==> src/rtl/isa_pkg.sv <==
// Shared ISA encodings used by the commit stage and its decoder.
package isa_pkg;

    localparam int DATA_W = 16;

    typedef enum logic [1:0] {
        OP1_LD     = 2'b00,
        OP1_ST     = 2'b01,
        OP1_IMM_BR = 2'b10,
        OP1_ALU    = 2'b11
    } op1_e;

    typedef enum logic [2:0] {
        OP2_LI   = 3'b000,
        OP2_ADDI = 3'b001,
        OP2_SUBI = 3'b010,
        OP2_B    = 3'b100,
        OP2_JR   = 3'b101,
        OP2_JAL  = 3'b110,
        OP2_BCC  = 3'b111
    } op2_e;

    localparam logic [3:0] OPC_ADD = 4'd0;
    localparam logic [3:0] OPC_CMP = 4'd5;
    localparam logic [3:0] OPC_HLT = 4'd15;

    // One bit per ALU opcode: set where the opcode writes a register (0-4, 6, 8-12).
    localparam logic [15:0] OPC_WRITES_MASK = 16'h1F5F;

    function automatic logic opc_writes(input logic [3:0] opc);
        return OPC_WRITES_MASK[opc];
    endfunction

endpackage

==> src/rtl/commit_decode.sv <==
// Combinational decode of instruction class/sub-op into commit enables.
module commit_decode
    import isa_pkg::*;
(
    input  logic [1:0] op1_i,
    input  logic [2:0] op2_i,
    input  logic [3:0] opcode_i,
    output logic       wen_o,
    output logic       mem_rd_o,
    output logic       mem_wr_o,
    output logic       z_override_o
);

    always_comb begin
        wen_o        = 1'b0;
        mem_rd_o     = 1'b0;
        mem_wr_o     = 1'b0;
        z_override_o = 1'b0;
        case (op1_i)
            OP1_ALU: wen_o = opc_writes(opcode_i);
            OP1_LD: begin
                mem_rd_o = 1'b1;
                wen_o    = 1'b1;
            end
            OP1_ST: mem_wr_o = 1'b1;
            default: begin
                wen_o        = (op2_i == OP2_LI) || (op2_i == OP2_ADDI) || (op2_i == OP2_SUBI);
                // SUBI derives Z from its own result rather than the ALU's Z output.
                z_override_o = (op2_i == OP2_SUBI);
            end
        endcase
    end

endmodule

==> src/rtl/exec_commit_stage.sv <==
// EX/MEM latch with architectural flags, branch redirect/squash and sticky halt.
module exec_commit_stage
    import isa_pkg::*;
#(
    parameter int DATA_W       = isa_pkg::DATA_W,
    parameter int SQUASH_DEPTH = 2
) (
    input  logic              clk,
    input  logic              rst,
    input  logic              in_valid,
    output logic              in_ready,
    input  logic [DATA_W-1:0] alu_out,
    input  logic              alu_s,
    input  logic              alu_z,
    input  logic              alu_c,
    input  logic              alu_v,
    input  logic              alu_hlt,
    input  logic              alu_flush,
    input  logic [1:0]        op1,
    input  logic [2:0]        op2,
    input  logic [3:0]        opcode,
    input  logic [2:0]        rd_addr,
    input  logic [DATA_W-1:0] store_data,
    output logic              flag_s,
    output logic              flag_z,
    output logic              flag_c,
    output logic              flag_v,
    output logic              out_valid,
    input  logic              mem_ready,
    output logic [DATA_W-1:0] out_data,
    output logic [DATA_W-1:0] out_store_data,
    output logic [2:0]        out_rd,
    output logic              out_wen,
    output logic              out_mem_rd,
    output logic              out_mem_wr,
    output logic              redirect_valid,
    output logic [DATA_W-1:0] redirect_pc,
    output logic              halted
);

    localparam logic [2:0] SQ_LOAD = 3'(SQUASH_DEPTH);

    logic [3:0]        flags_q;
    logic              out_valid_q;
    logic [DATA_W-1:0] out_data_q;
    logic [DATA_W-1:0] out_store_data_q;
    logic [2:0]        out_rd_q;
    logic              out_wen_q;
    logic              out_mem_rd_q;
    logic              out_mem_wr_q;
    logic              redirect_valid_q;
    logic [DATA_W-1:0] redirect_pc_q;
    logic              halted_q;
    logic [2:0]        sq_cnt_q;

    logic dec_wen, dec_mem_rd, dec_mem_wr, dec_z_override;
    logic accept, live, drop, kill, flag_z_d;

    commit_decode u_decode (
        .op1_i        (op1),
        .op2_i        (op2),
        .opcode_i     (opcode),
        .wen_o        (dec_wen),
        .mem_rd_o     (dec_mem_rd),
        .mem_wr_o     (dec_mem_wr),
        .z_override_o (dec_z_override)
    );

    assign in_ready = !halted_q && (!out_valid_q || mem_ready);
    assign accept   = in_valid && in_ready;
    assign live     = accept && (sq_cnt_q == 3'd0);
    assign drop     = accept && (sq_cnt_q != 3'd0);
    // Redirecting or halting beats still occupy the latch but must not commit side effects.
    assign kill     = alu_flush || alu_hlt;
    assign flag_z_d = dec_z_override ? (alu_out == '0) : alu_z;

    always_ff @(posedge clk) begin
        if (rst) begin
            flags_q          <= '0;
            out_valid_q      <= 1'b0;
            out_data_q       <= '0;
            out_store_data_q <= '0;
            out_rd_q         <= '0;
            out_wen_q        <= 1'b0;
            out_mem_rd_q     <= 1'b0;
            out_mem_wr_q     <= 1'b0;
            redirect_valid_q <= 1'b0;
            redirect_pc_q    <= '0;
            halted_q         <= 1'b0;
            sq_cnt_q         <= '0;
        end else begin
            redirect_valid_q <= 1'b0;
            if (live) begin
                out_valid_q      <= 1'b1;
                out_data_q       <= alu_out;
                out_store_data_q <= store_data;
                out_rd_q         <= rd_addr;
                out_wen_q        <= dec_wen && !kill;
                out_mem_rd_q     <= dec_mem_rd && !kill;
                out_mem_wr_q     <= dec_mem_wr && !kill;
                flags_q          <= {alu_s, flag_z_d, alu_c, alu_v};
                if (alu_hlt) begin
                    halted_q <= 1'b1;
                end else if (alu_flush) begin
                    redirect_valid_q <= 1'b1;
                    redirect_pc_q    <= alu_out;
                    sq_cnt_q         <= SQ_LOAD;
                end
            end else begin
                if (drop) begin
                    sq_cnt_q <= sq_cnt_q - 3'd1;
                end
                if (mem_ready) begin
                    out_valid_q <= 1'b0;
                end
            end
        end
    end

    assign {flag_s, flag_z, flag_c, flag_v} = flags_q;
    assign out_valid      = out_valid_q;
    assign out_data       = out_data_q;
    assign out_store_data = out_store_data_q;
    assign out_rd         = out_rd_q;
    assign out_wen        = out_wen_q;
    assign out_mem_rd     = out_mem_rd_q;
    assign out_mem_wr     = out_mem_wr_q;
    assign redirect_valid = redirect_valid_q;
    assign redirect_pc    = redirect_pc_q;
    assign halted         = halted_q;

endmodule

==> config.mk <==
export PLATFORM = sky130hd
export DESIGN_NAME = exec_commit_stage
export DESIGN_NICKNAME = d
export VERILOG_FILES = /design/src/rtl/isa_pkg.sv /design/src/rtl/commit_decode.sv /design/src/rtl/exec_commit_stage.sv
export SDC_FILE = /design/constraint.sdc
export NUM_CORES = 1
export LEC_CHECK = 0
export CAP_MARGIN = 20
export CORE_UTILIZATION = 35
export DETAILED_ROUTE_END_ITERATION = 12
export PLACE_DENSITY = 0.68
export SLEW_MARGIN = 40
export SYNTH_ARGS = -nofsm -noshare
export SYNTH_HDL_FRONTEND = slang
export SYNTH_SLANG_ARGS = --single-unit
==> constraint.sdc <==
create_clock -name clk -period 3.05 [get_ports clk]
set_input_delay 0.305 -clock clk [delete_from_list [all_inputs] [get_ports clk]]
set_output_delay 0.305 -clock clk [all_outputs]
set_load 0.005 [all_outputs]
* Word level (Yosys, flattened, before mapping)
Memories as Yosys holds them, arrays and structs flattened.
Index checks and enable logic that the tools add are counted.
** Storage, ports and cells
- Flip-flop bits (word level) :: 64
- Bits in latches :: 0
- RAM bits :: 0
- Memory bits (read-only) :: 16
- Output and inout port bits :: 62
- Word-level logic and storage cells :: 62
- Memories kept :: 1
** Memory list
- (no name shown) :: depth 16, bits a word 1, rd ports 1, clocked after memory_dff 0, wr ports 0, line isa_pkg.sv:31 : return OPC_WRITES_MASK[opc];
** Operators by class
- $add $sub $neg :: 1
- Multiply operators :: 0
- Div/mod/pow operators :: 0
- Magnitude comparators :: 1
- Equal/unequal tests :: 6
- Shift operators :: 0
- Multiplexer cells :: 13
- Bitwise logic cells :: 2
- Reductions and logical operators :: 26
** Operators by type and width (number)
- 16-bit zero test :: 1
- 3-bit two-way mux :: 4
- 1-bit two-way mux :: 8
- 1-bit logical AND :: 7
- 3-bit zero test :: 2
- 3-bit AND reduction :: 2
- 3-bit OR reduction :: 2
- 4-bit by 5-bit < comparator with 1-bit output (second input constant) :: 1
- 1-bit logical OR :: 4
- 2-bit inequality test (second input constant) :: 2
- 2-bit nonzero test :: 2
- 3-bit by 1-bit equality test with 1-bit output (second input constant) :: 1
- 3-bit by 2-bit equality test with 1-bit output (second input constant) :: 1
- 1-bit zero test :: 3
- 1-bit one-hot mux with 3 select lines :: 1
- 3-bit nonzero test :: 1
- 3-bit by 1-bit subtractor with 3-bit output (second input constant) :: 1
- 2-bit by 1-bit equality test with 1-bit output (second input constant) :: 1
- 2-bit equality test (second input constant) :: 1
- 2-bit zero test :: 1
- 1-bit inverter :: 2
- 2-bit AND reduction :: 1

* Depth between registers and ports, before layout
- Word-level depth :: 7
- Depth in mapped cells :: 9
- Depth with buffers taken out :: 7

* Cells and area by module
Synthesis repeated with hierarchy kept, for this count alone.
** Second synthesis, totals
- Cell total of the unflattened synthesis :: 304
- Area total of the unflattened synthesis :: 2396.0 um2
** Modules (own cells, without submodules)
- exec_commit_stage :: instances 1, cells each 295, area an instance 2338.5 um2, seq. area each 1281.2 um2
- commit_decode :: instances 1, cells each 9, area an instance 57.6 um2, seq. area each 0.0 um2

* Worst setup path after synthesis
Ideal clock, no wire load.
- Path type :: reg-to-reg
- From :: reg sq_cnt_q[0]
- To :: reg redirect_pc_q[11] (netlist: redirect_pc[11])
- Library setup time :: 0.133 ns
- Arrival time :: 1.522 ns
- Path slack :: 1.395 ns
- Stages on the path, launching flop included :: 10
- Path buffers :: 2
- Path through :: dfxtp_1 -> inv_1 -> ha_1 -> ha_1 -> and3b_1 -> and4_1 -> buf_6 -> buf_12 -> nand2_1 -> a21oi_2
** Between the ends
- Word-level cells in the longest chain between the ends :: 3
** RTL lines
- from (decl) :: line exec_commit_stage.sv:54 : logic [2:0] sq_cnt_q;
- from (signal assigned) :: line exec_commit_stage.sv:111 : sq_cnt_q <= sq_cnt_q - 3'd1;
- 3-bit zero test :: line exec_commit_stage.sv:71 : assign live = accept && (sq_cnt_q == 3'd0);
- 1-bit logical AND :: line exec_commit_stage.sv:71
- 3-bit AND reduction (no line)
- to (signal assigned) :: line exec_commit_stage.sv:106 : redirect_pc_q <= alu_out;
- to (decl) :: line exec_commit_stage.sv:52 : logic [DATA_W-1:0] redirect_pc_q;
No other way between the ends.
A chain may end at the register's enable or synchronous reset.

* Final worst setup path
- From :: reg sq_cnt_q[0]
- To :: reg out_rd_q[1] (netlist: out_rd[1])
** Between the ends
- Word-level cells in the longest chain between the ends :: 2
** RTL lines
- 3-bit zero test :: line exec_commit_stage.sv:71
- 1-bit logical AND :: line exec_commit_stage.sv:71
- to (signal assigned) :: line exec_commit_stage.sv:97 : out_rd_q <= rd_addr;
- to (decl) :: line exec_commit_stage.sv:47 : logic [2:0] out_rd_q;
No other way between the ends.

==> impl_metrics.tcl <==
set metrics [dict create \
    cts_root_buffer "clkbuf_8" \
    min_path_type "reg -> reg" \
    maxSlewViolCount 0 \
    clockBufferDepth 2 \
    postCtsSetupRepairBufs 0 \
    first_global_vias 2279 \
    endpoint_kind "register" \
    worstMarginPinSlew_ns 0.698 \
    synth_compound_area_share_pct 14.8 \
    port_buffers 115 \
    vias 2369 \
    drive_above_1_share_pct 7.40 \
    yosysWarnings 0 \
    yosysSeqAreaShare_pct 52.0 \
    ff2ff_path_depth 7 \
    max_freq_ghz 0.492 \
    yosys.area.top_type_share_pct 52.0 \
    finalCritPeriodShare_pct 66.7 \
    period_needed_ns 2.03 \
    synthAdderAreaFrac_pct 1.02 \
    ff2ff_setup_slack_ns 1.02 \
    netlist_area_um2 2460 \
    die_w_um 85.9 \
    clk_pin_slew_ns 0.07 \
    finalSetupViolCount 0 \
    worstSetupStartpointType "register" \
    synth_top_family_by_area "simple AND/OR/NAND/NOR gates" \
    synth_nets 360 \
    synth_flop_cell "dfxtp_1" \
    grt_usage_pct 18.3 \
    stdcell_count 515 \
    clk_latency_ns 0.33 \
    drt_iter0_markers 88 \
    area.sequential_um2 1280 \
    reg2reg_to "out_rd[1]$_SDFFE_PP0P_" \
    post_synth.cell_area_avg_um2 8.10 \
    worstHoldStart "out_mem_wr$_SDFFE_PP0P_" \
    cp.arrival_ns 2.29 \
    diodes 0 \
    yosysUniqueCellTypes 34 \
    setup_tns_ns 0 \
    p_leak_nw 1.35 \
    num-nets-final 470 \
    antenna_found_initial 0 \
    ys_ff_latch 64 \
    synth-simple-area-share_pct 25.6 \
    cts_sinks 64 \
    drc 0 \
    ant_nets 0 \
    grt_max_degree 37 \
    synthTopCellsByCount "nand2_1, dfxtp_1, a21oi_1" \
    grt_overflow_total 0 \
    placed_cells 499 \
    status "finished clean" \
    skew_ns 0.00606 \
    irDropWorstVdd_v 0.000280 \
    hold_buffers 0 \
    rsz0062_at_grt "no" \
    num_rows 30 \
    synth_xor_area_share_pct 0 \
    synth.most_common_cell "nand2_1" \
    worstReg2RegStart "sq_cnt_q[0]$_SDFFE_PP0P_" \
    io_pins 116 \
    synth.largest_area_cell "dfxtp_1" \
    synthCells 304 \
    start_util_pct 36.3 \
    grt_first_pass_wirelength_um 10500 \
    synth_area_leaders "dfxtp_1, nand2_1, a21oi_1" \
    drt_wl_total_um 6520 \
    crit_type "reg -> reg" \
    cts_tree "yes" \
    cts_made_buffers 9 \
    worstPathMaxFanout 36 \
    fp.dieH_um 85.9 \
    die_area_um2 7380 \
    relSlewSlack_pct 53.4 \
    dr.pass1.iters 4 \
    p_per_area_nw_per_um2 661 \
    place.gp.congestion 0.772 \
    muxShareOfSynthArea_pct 0 \
    holdPathEnd "out_mem_wr$_SDFFE_PP0P_" \
    core_um2 6790 \
    cts_max_level 3 \
    hold_viol 0 \
    hold_depth 2 \
    cts_resized 0 \
    fillCellCount 664 \
    drv_cap 0 \
    syn2layout_area_growth_pct 55.2 \
    multi_input_area_um2 1020 \
    dp_hpwl_um 4510 \
    detail_route.wl_per_cell_um 12.7 \
    routed_via_density 4.60 \
    synth-async-reset-ratio_pct 0 \
    synth-edff-count 0 \
    required_ns 3.30 \
]
==> power by group <==
part           internal [mW]  total [mW]  switching, mW
Sequential             0.962        1.02         0.0611
Clock                  0.419       0.749          0.330
Combinational          0.389       0.756          0.367
==> flip-flops by register name (all words and copies together) (netlist names) <==
signal	count
sq_cnt_q	3
out_mem_rd	1
flags_q	4
out_data	16
out_valid	1
out_rd	3
out_mem_wr	1
redirect_valid	1
halted	1
out_store_data	16
out_wen	1
redirect_pc	16
==> cell usage in the layout (no fill, tap or decap), types with 2 or more instances in the layout <==
cell type / count
dfxtp_1: 64
clkinvlp_4: 2
clkinv_2: 2
clkbuf_8: 11
nand4_2: 2
nor2_1: 4
or3_2: 2
inv_1: 4
nand3_1: 3
a21oi_2: 4
buf_4: 4
ha_1: 2
nor4_1: 4
nand2_1: 116
a21oi_1: 60
nor2b_1: 2
clkdlybuf4s50_1: 114
==> cell families after synthesis <==
logic type	after synthesis
adders and majority gates	2
and+or+nand+nor	145
AOI/OAI and AO/OA	68
DFF	64
buffers and inverters	25
==> worst max-delay path, cell delays in order, from the launching register on <==
cell and delay [ns]:
dfxtp_1 0.32, inv_1 0.06, ha_1 0.14, ha_1 0.25, and4_2 0.73, buf_4 0.26
nand2_1 0.06, a21oi_1 0.14
==> final cells by class <==
class                           count  area share (%)
Sequential cell                    64            33.5
Tap cell                           96            3.14
Timing Repair Buffer              119            30.8
Inverter                            5           0.491
Clock inverter                      5            1.44
Clock buffer                       11            3.96
Multi-Input combinational cell    215            26.7
==> metal layers <==
metal	vias to the layer above	GRT usage, %	wire length, um
met5	-	0	0
met4	0	6.52	60
met3	6	6.74	539
met2	93	28.5	2950
met1	1051	23.2	2970
li1	1219	-	-
==> how the worst max path moves through the flow <==
stage | from | slack, ns | to
after floorplan | sq_cnt_q[0]$_SDFFE_PP0P_ | 1.39 | redirect_pc[11]$_SDFFE_PP0P_
after global placement | mem_ready | 0.79 | out_rd[1]$_SDFFE_PP0P_
after detailed placement | mem_ready | 0.73 | out_rd[1]$_SDFFE_PP0P_
after CTS | sq_cnt_q[0]$_SDFFE_PP0P_ | 0.98 | out_rd[1]$_SDFFE_PP0P_
after global routing | sq_cnt_q[0]$_SDFFE_PP0P_ | 0.84 | out_rd[1]$_SDFFE_PP0P_
final | sq_cnt_q[0]$_SDFFE_PP0P_ | 1.02 | out_rd[1]$_SDFFE_PP0P_
==> metrics by stage <==
stage               hold WS (ns)  setup slack (ns)  power (mW)  instance area [um2]  util (%)
global placement           0.439             0.792        1.79                 3620      53.2
finish                     0.450              1.02        2.53                 3820      56.3
CTS                        0.453             0.983        2.55                 3820      56.3
global route               0.476             0.838        2.69                 3820      56.3
floorplan                  0.432              1.39        1.45                 2460         -
detailed placement         0.443             0.734        1.80                 3620      53.2
(Power assumes the default switching activity.)
